$ cat config.mk
export PLATFORM = sky130hd
export DESIGN_NAME = seg_scan
export DESIGN_NICKNAME = d
export VERILOG_FILES = /design/src/rtl/seg_scan.sv
export SDC_FILE = /design/constraint.sdc
export NUM_CORES = 1
export LEC_CHECK = 0
export ABC_CLOCK_PERIOD_IN_PS = 3740
export CAP_MARGIN = 20
export CORE_MARGIN = 8
export CORE_UTILIZATION = 43
export CTS_CLUSTER_SIZE = 25
export DETAILED_ROUTE_END_ITERATION = 6
export SETUP_SLACK_MARGIN = 0.4
export SYNTH_ARGS = -nofsm -noshare
export SYNTH_HDL_FRONTEND = slang
export SYNTH_SLANG_ARGS = --single-unit
$ cat constraint.sdc
create_clock -name clk -period 3.74 [get_ports clk]
set_clock_uncertainty 0.2 [all_clocks]
set_input_delay 0.748 -clock clk [delete_from_list [all_inputs] [get_ports clk]]
set_output_delay 0.748 -clock clk [all_outputs]
set_load 0.005 [all_outputs]
$ cat src/rtl/seg_scan.sv
`default_nettype none
// ============================================================================
// Module   : seg_scan
// Brief    : Six-digit multiplexed 7-segment scanner (mm.ss.cc) with guard gaps
//            and per-frame input snapshot. Define SEG_SCAN_BLANK_EN to blank
//            a leading zero on the min_10 digit.
// Revision : 1.0 - initial release
// ============================================================================
module seg_scan #(
   parameter int unsigned DIGIT_CYCLES = 100000,
   parameter int unsigned GUARD_CYCLES = 1000
) (
   input  logic       clk,
   input  logic       reset_n,
   input  logic [3:0] min_10,
   input  logic [3:0] min_1,
   input  logic [3:0] sec_10,
   input  logic [3:0] sec_1,
   input  logic [3:0] milli_10,
   input  logic [3:0] milli_1,
   output logic [5:0] an,
   output logic [6:0] seg,
   output logic       dp,
   output logic       frame_start
);

   localparam int unsigned CNT_MAX = (DIGIT_CYCLES > GUARD_CYCLES) ? DIGIT_CYCLES : GUARD_CYCLES;
   localparam int unsigned CNT_W   = (CNT_MAX > 1) ? $clog2(CNT_MAX) : 1;
   localparam logic [CNT_W-1:0] DIG_LAST = CNT_W'(DIGIT_CYCLES - 1);
   localparam logic [CNT_W-1:0] GRD_LAST = CNT_W'(GUARD_CYCLES - 1);
   localparam logic [2:0]       IDX_LAST = 3'd5;

   typedef enum logic [0:0] {
      ST_SHOW  = 1'b0,
      ST_GUARD = 1'b1
   } state_t;

   state_t           state_q, state_d;
   logic [2:0]       idx_q, idx_d;
   logic [CNT_W-1:0] cnt_q, cnt_d;
   logic [5:0][3:0]  snap_q, snap_d;
   logic [5:0]       an_q, an_d;
   logic [6:0]       seg_q, seg_d;
   logic             dp_q, dp_d;
   logic             fs_q, fs_d;
   logic [3:0]       digit;

   function automatic logic [6:0] bcd_to_seg(input logic [3:0] v);
      logic [6:0] s;
      case (v)
         4'd0:    s = 7'b1000000;
         4'd1:    s = 7'b1111001;
         4'd2:    s = 7'b0100100;
         4'd3:    s = 7'b0110000;
         4'd4:    s = 7'b0011001;
         4'd5:    s = 7'b0010010;
         4'd6:    s = 7'b0000010;
         4'd7:    s = 7'b1111000;
         4'd8:    s = 7'b0000000;
         4'd9:    s = 7'b0010000;
         default: s = 7'b0111111;
      endcase
      return s;
   endfunction

   always_comb begin
      state_d = state_q;
      idx_d   = idx_q;
      cnt_d   = cnt_q + CNT_W'(1);
      snap_d  = snap_q;
      fs_d    = 1'b0;

      case (state_q)
         ST_SHOW: begin
            if (cnt_q == DIG_LAST) begin
               state_d = ST_GUARD;
               cnt_d   = '0;
            end
         end
         default: begin
            if (cnt_q == GRD_LAST) begin
               state_d = ST_SHOW;
               cnt_d   = '0;
               if (idx_q == IDX_LAST) begin
                  idx_d  = 3'd0;
                  snap_d = {min_10, min_1, sec_10, sec_1, milli_10, milli_1};
                  fs_d   = 1'b1;
               end else begin
                  idx_d = idx_q + 3'd1;
               end
            end
         end
      endcase

      // Outputs are decoded from the next state so the registered pins line
      // up with the FSM cycle they describe.
      digit = snap_d[idx_d];
      an_d  = 6'b111111;
      seg_d = 7'b1111111;
      dp_d  = 1'b1;
      if (state_d == ST_SHOW) begin
         an_d[idx_d] = 1'b0;
         seg_d       = bcd_to_seg(digit);
         dp_d        = !((idx_d == 3'd2) || (idx_d == 3'd4));
`ifdef SEG_SCAN_BLANK_EN
         if ((idx_d == IDX_LAST) && (digit == 4'd0)) begin
            an_d  = 6'b111111;
            seg_d = 7'b1111111;
         end
`endif
      end
   end

   always_ff @(posedge clk or negedge reset_n) begin
      if (!reset_n) begin
         state_q <= ST_GUARD;
         idx_q   <= IDX_LAST;
         cnt_q   <= '0;
         snap_q  <= '0;
         an_q    <= 6'b111111;
         seg_q   <= 7'b1111111;
         dp_q    <= 1'b1;
         fs_q    <= 1'b0;
      end else begin
         state_q <= state_d;
         idx_q   <= idx_d;
         cnt_q   <= cnt_d;
         snap_q  <= snap_d;
         an_q    <= an_d;
         seg_q   <= seg_d;
         dp_q    <= dp_d;
         fs_q    <= fs_d;
      end
   end

   assign an          = an_q;
   assign seg         = seg_q;
   assign dp          = dp_q;
   assign frame_start = fs_q;

endmodule
`default_nettype wire
### Yosys cells after proc, flatten, opt, wreduce, memory -nomap -nowiden

Memory sizes are Yosys's and may differ from the RTL's.
Cells that the tools add are included.

* bits in read-only memories: 112
* bits in writable memories: 0
* bits in registers: 60
* word-level logic and storage cells: 49
* bits in latches: 0
* memories kept: 1

Memories
* (no name shown): words 16, bits a word 7, read ports 1, clocked after memory_dff 0, write ports 0, line 50 `case (v)`

* $add $sub $neg: 2
* reduce and logical (&&, ||, !) cells: 3
* equality and inequality tests: 5
* bitwise operators: 1
* order comparisons: 2
* $mul: 0
* divide/modulo/power cells: 0
* multiplexer cells: 22
* shifts and indexed selects: 0

Operator list (number)
* two-way mux 24 bit: 3
* two-way mux 17 bit: 3
* adder 17 x 1 -> 17 bit, second input constant: 1
* == test 17 x 10 -> 1 bit, second input constant: 1
* == test 17 bit, second input constant: 1
* binary-select mux 4 bit (select 3 bit): 1
* two-way mux 3 bit: 3
* two-way mux 1 bit: 8
* two-way mux 7 bit: 1
* == test 3 bit, second input constant: 2
* two-way mux 6 bit: 1
* inverter 6 bit: 1
* < comparator 3 x 4 -> 1 bit, second input constant: 1
* two-way mux 4 bit: 1
* adder 3 x 1 -> 3 bit, second input constant: 1
* demux 1 bit (select 3 bit): 1
* == test 3 x 2 -> 1 bit, second input constant: 1
* greater-or-equal comparator 3 x 1 -> 1 bit, second input constant: 1
* logical AND 1 bit: 1
* zero test 1 bit: 1
* logical OR 1 bit: 1

### Depth between registers and ports, before layout

* depth after elaboration: 10
* depth in mapped cells: 14
* depth with buffers taken out: 13

### Least setup slack after synthesis

No wires, ideal clock.

* path type: register to register
* start point: register cnt_q[0]
* end point: register seg_q[5], in the netlist seg[5]
* period minus slack after synthesis: 3.163 ns
* setup time: 0.084 ns
* cell stages (with the launch flop): 14
* slack: 0.577 ns
* data required time: 3.456 ns
* arrival: 2.879 ns
* cell sequence: dfrtp_1 -> ha_1 -> nor4b_1 -> and4_1 -> buf_6 -> nand2_1 -> buf_2 -> a221o_1 -> a221oi_1 -> nor2_1 -> inv_1 -> ha_1 -> nand2_1 -> a311o_1

* word-level cells in the longest chain between the ends: 7

Ends and longest elaborated chain
* start, declared: line 40 `logic [CNT_W-1:0] cnt_q, cnt_d;`
* start signal, assigned: line 127 `cnt_q <= cnt_d;`
* == test 17 x 10 -> 1 bit: line 81 `if (cnt_q == GRD_LAST) begin`
* two-way mux 24 bit / two-way mux 3 bit (equally long branches): line 81
* two-way mux 24 bit / two-way mux 3 bit (equally long branches): line 73 `case (state_q)`
* binary-select mux 4 bit (select 3 bit): line 97 `digit = snap_d[idx_d];`
* two-way mux 4 bit (not written as such): line 97
* memory read (16 x 7 bit)
* two-way mux 7 bit *: line 101 `if (state_d == ST_SHOW) begin`
* named net seg_d[5]: line 43 `logic [6:0] seg_q, seg_d;`
* end signal, assigned: line 130 `seg_q <= seg_d;`
* end, declared: line 43

Mark *: on every way through the listed nets, which the timed path passes. The rest lies on a longest branch. The select of a mux whose other input is x is not followed.

### Final worst setup path

Same ends and word-level chain as after synthesis.

==> qor.txt <==
Post-synth top flop = dfrtp_1
Die Span Y = 103.6 microns
initial DRC count = 139
hold_ws = 0.2114 ns
top routing layer in use = met4
Seq pwr share = 54.1%
most common library cells after synthesis = dfrtp_1, nand2_1, nor2_1
Metal-1 WL = 3.603 mm
Post-DRT Antenna Nets = 0
fin crit share = 83.81%
Crit Path Class = register to register
path type of the worst min-delay path = primary input to asynchronous set/reset pin
async set or reset register ratio after synthesis = 100.0%
post-synthesis register bit count = 60
peak supply drop = 138.1 uV
CTS buffer count = 9
HPWL after DPL = 5.406 mm
CP Data Required Time = 3.80 ns
io pins = 41
number of flops mapped to enable cells by yosys = 0
FF-to-FF End = seg[5]
syn_area_per_cell = 10.18 sq um
Die ar. = 0.01073 sq mm
Syn Inst Count = 324
final non-filler cell total = 476
sw frac = 20.98%
pwr dens = 297.8 mW/mm^2
via count = 2605
RSZ-0062 raised after global routing = no
TritonCTS Sinks = 60
Slew Viols, Final = 0
clock share of power = 42.6%
Hold Vio Cnt, Final = 0
total gr overflow = 0
Skew-Pair Late Insertion Delay = 0.34 ns
metal3 WL = 433 microns
WL/cell = 15.61 microns
worst-path cell with the longest stage delay = a2111oi_4
CTS Hold Bufs = 0
DR DRC count = 0
Initial Util = 43.60%
Leakage Power = 1.747 nW
Worst EP arrival = 3.19 ns
first-pass GRT wire length = 12.67 mm
total of max-cap violations = 0
sequential area share after synthesis = 46.15%
Slew HR = 55.18%
Die Span X = 103.6 microns
layout cells sized above 1 = 22.73%
Max clock buf depth = 2
vias per cell = 5.473
placed instance count = 460
initial antenna violation count = 0
TritonCTS clock tree = done
Crit. End Element = register
CTS H-tree lvls = 3
PortBufs = 40
root buf cell = clkbuf_8
r2r setup slk = 0.61 ns
Final Net Count = 403
Power Total = 1.201 mW
antenna cell count = 0
GP Congestion = 0.8695
Synth cell types = 54
status = completed
Final Critical Period = 3.134 ns
DR WL met2 = 3.322 mm
RR Startpoint = cnt_q[0]
syn nets = 358
overall routing resource usage = 14.19%
biggest area consumer among synthesized cells = dfrtp_1
Max Fanout on Critical Path = 6
Setup violations, final = 0
Fmax = 319.0 MHz
Pint = 948.7 uW
synthesized area = 0.003299 sq mm
slowest stage delay, CP = 0.60 ns
crit start category = register
first-pass iteration count of the detailed router = 4
Gate power share = 3.3%
Core Box Area = 0.007567 sq mm
Rows = 32
Setup TNS Final = 0 ns
critical-path cell list = ha_2 > nor4b_4 > and4_4 > buf_4 > nand2_4 > a211oi_2 > a311oi_1 > a2111oi_4 > nand2_1 > a311o_1
yosys warns = 0
pin count of the biggest net entering global routing = 34
Net Sw Power = 251.9 uW
vias in the first global route = 2514
R2R cell count = 10
CTS clk-pin slew, worst paths = 0.07 ns
top cell type's share of synthesized area = 32.61%
worst slew pin tran = 0.6672 ns
aggregate routed wire length = 7.431 mm
Area growth, synth to finish = 22.18%
most common cell in the netlist = dfrtp_1
Synth area leaders = dfrtp_1, dfstp_2, mux2_2
worst max path at each step:
stage / from / to / slack [ns] / cells after the start
after detailed placement: cnt_q[0] / seg[5] / 0.30 / 12
after floorplan: cnt_q[0] / seg[5] / 0.58 / 13
after global placement: milli_1[0] / seg[5] / 0.42 / 9
final: cnt_q[0] / seg[5] / 0.61 / 10
after global routing: cnt_q[0] / seg[0] / 0.37 / 13
after CTS: cnt_q[0] / seg[5] / 0.47 / 12
repair_timing:
action                     in CTS  in global routing
gates resized for setup         2                  9
setup endpoints to repair       2                  7
buffers inserted                0                  0
pin swaps                       0                  2
state kept, by name (all words and copies together) (netlist names):
signal       count
snap_q          24
idx_q            3
an               6
cnt_q           17
dp               1
seg              7
frame_start      1
state_q          1
critical path: cells and delay by family, from the launching register on:
kind                       cells  cell delay (ns)
and+or+nand+nor                4             0.77
adders and majority gates      1             0.25
DFF                            1             0.38
buffers and inverters          1             0.15
AOI/OAI and AO/OA              4             1.32
cells in the final DEF, fill, tap and decap left out, drive strengths merged, types with 3 or more instances in the layout:
cell           instances
a211oi                 8
a21oi                 10
a22oi                  4
a311oi                 3
and2                   5
and3                   6
and4                   3
buf                    9
clkbuf                14
clkdlybuf4s50         39
clkinv                 3
dfrtp                 43
dfstp                 17
ha                     8
inv                    9
mux2                  25
mux2i                  6
nand2                 34
nand3                 18
nand4                  7
nor2                  31
nor3                  11
o211a                  3
o211ai                 5
o21ai                 13
xnor2                  5
xor2                  10
stage by stage:
step / area [sq um] / util (%) / worst slack (ns)
floorplan: 3299 / - / 0.5769
global placement: 3816 / 50.43 / 0.4166
detailed placement: 3816 / 50.43 / 0.3041
CTS: 3996 / 52.81 / 0.4652
global route: 4031 / 53.27 / 0.3721
finish: 4031 / 53.27 / 0.6055
cell families after synthesis:
kind of cell | Yosys count | synth area share [%]
fa+ha+maj | 8 | 3.034
xor+xnor | 15 | 3.982
simple gates | 126 | 19.45
mux | 31 | 10.35
compound gates | 60 | 13.80
flops | 60 | 46.15
buf+inv | 24 | 3.223
power by group through the flow:
| stage | clock network (mW) | logic [mW] | registers, mW |
|---|---|---|---|
| 2_1_floorplan | 0 | 0.00137 | 0.661 |
| 5_1_grt | 0.556 | 0.0448 | 0.650 |
| 3_3_place_gp | 0 | 0.0410 | 0.661 |
| 6_report | 0.511 | 0.0394 | 0.650 |
| 4_1_cts | 0.532 | 0.0413 | 0.650 |
| 3_5_place_dp | 0 | 0.0412 | 0.661 |
layout make-up:
| class | instances | area [sq um] |
|---|---|---|
| clock buffers | 14 | 162.7 |
| clock inverters | 2 | 10.01 |
| fillers | 669 | 3536 |
| inverters | 10 | 37.54 |
| multi-input cells | 240 | 1715 |
| flip-flops and latches | 60 | 1523 |
| well taps | 102 | 127.6 |
| repair buffers | 48 | 455.4 |
routing by layer:
layer	vias to the layer above	track usage [%]
met5	-	0
met4	0	5.352
met3	6	4.151
met2	82	20.12
met1	1251	19.78
li1	1266	-
No activity file was read; power rests on OpenSTA's default activity.
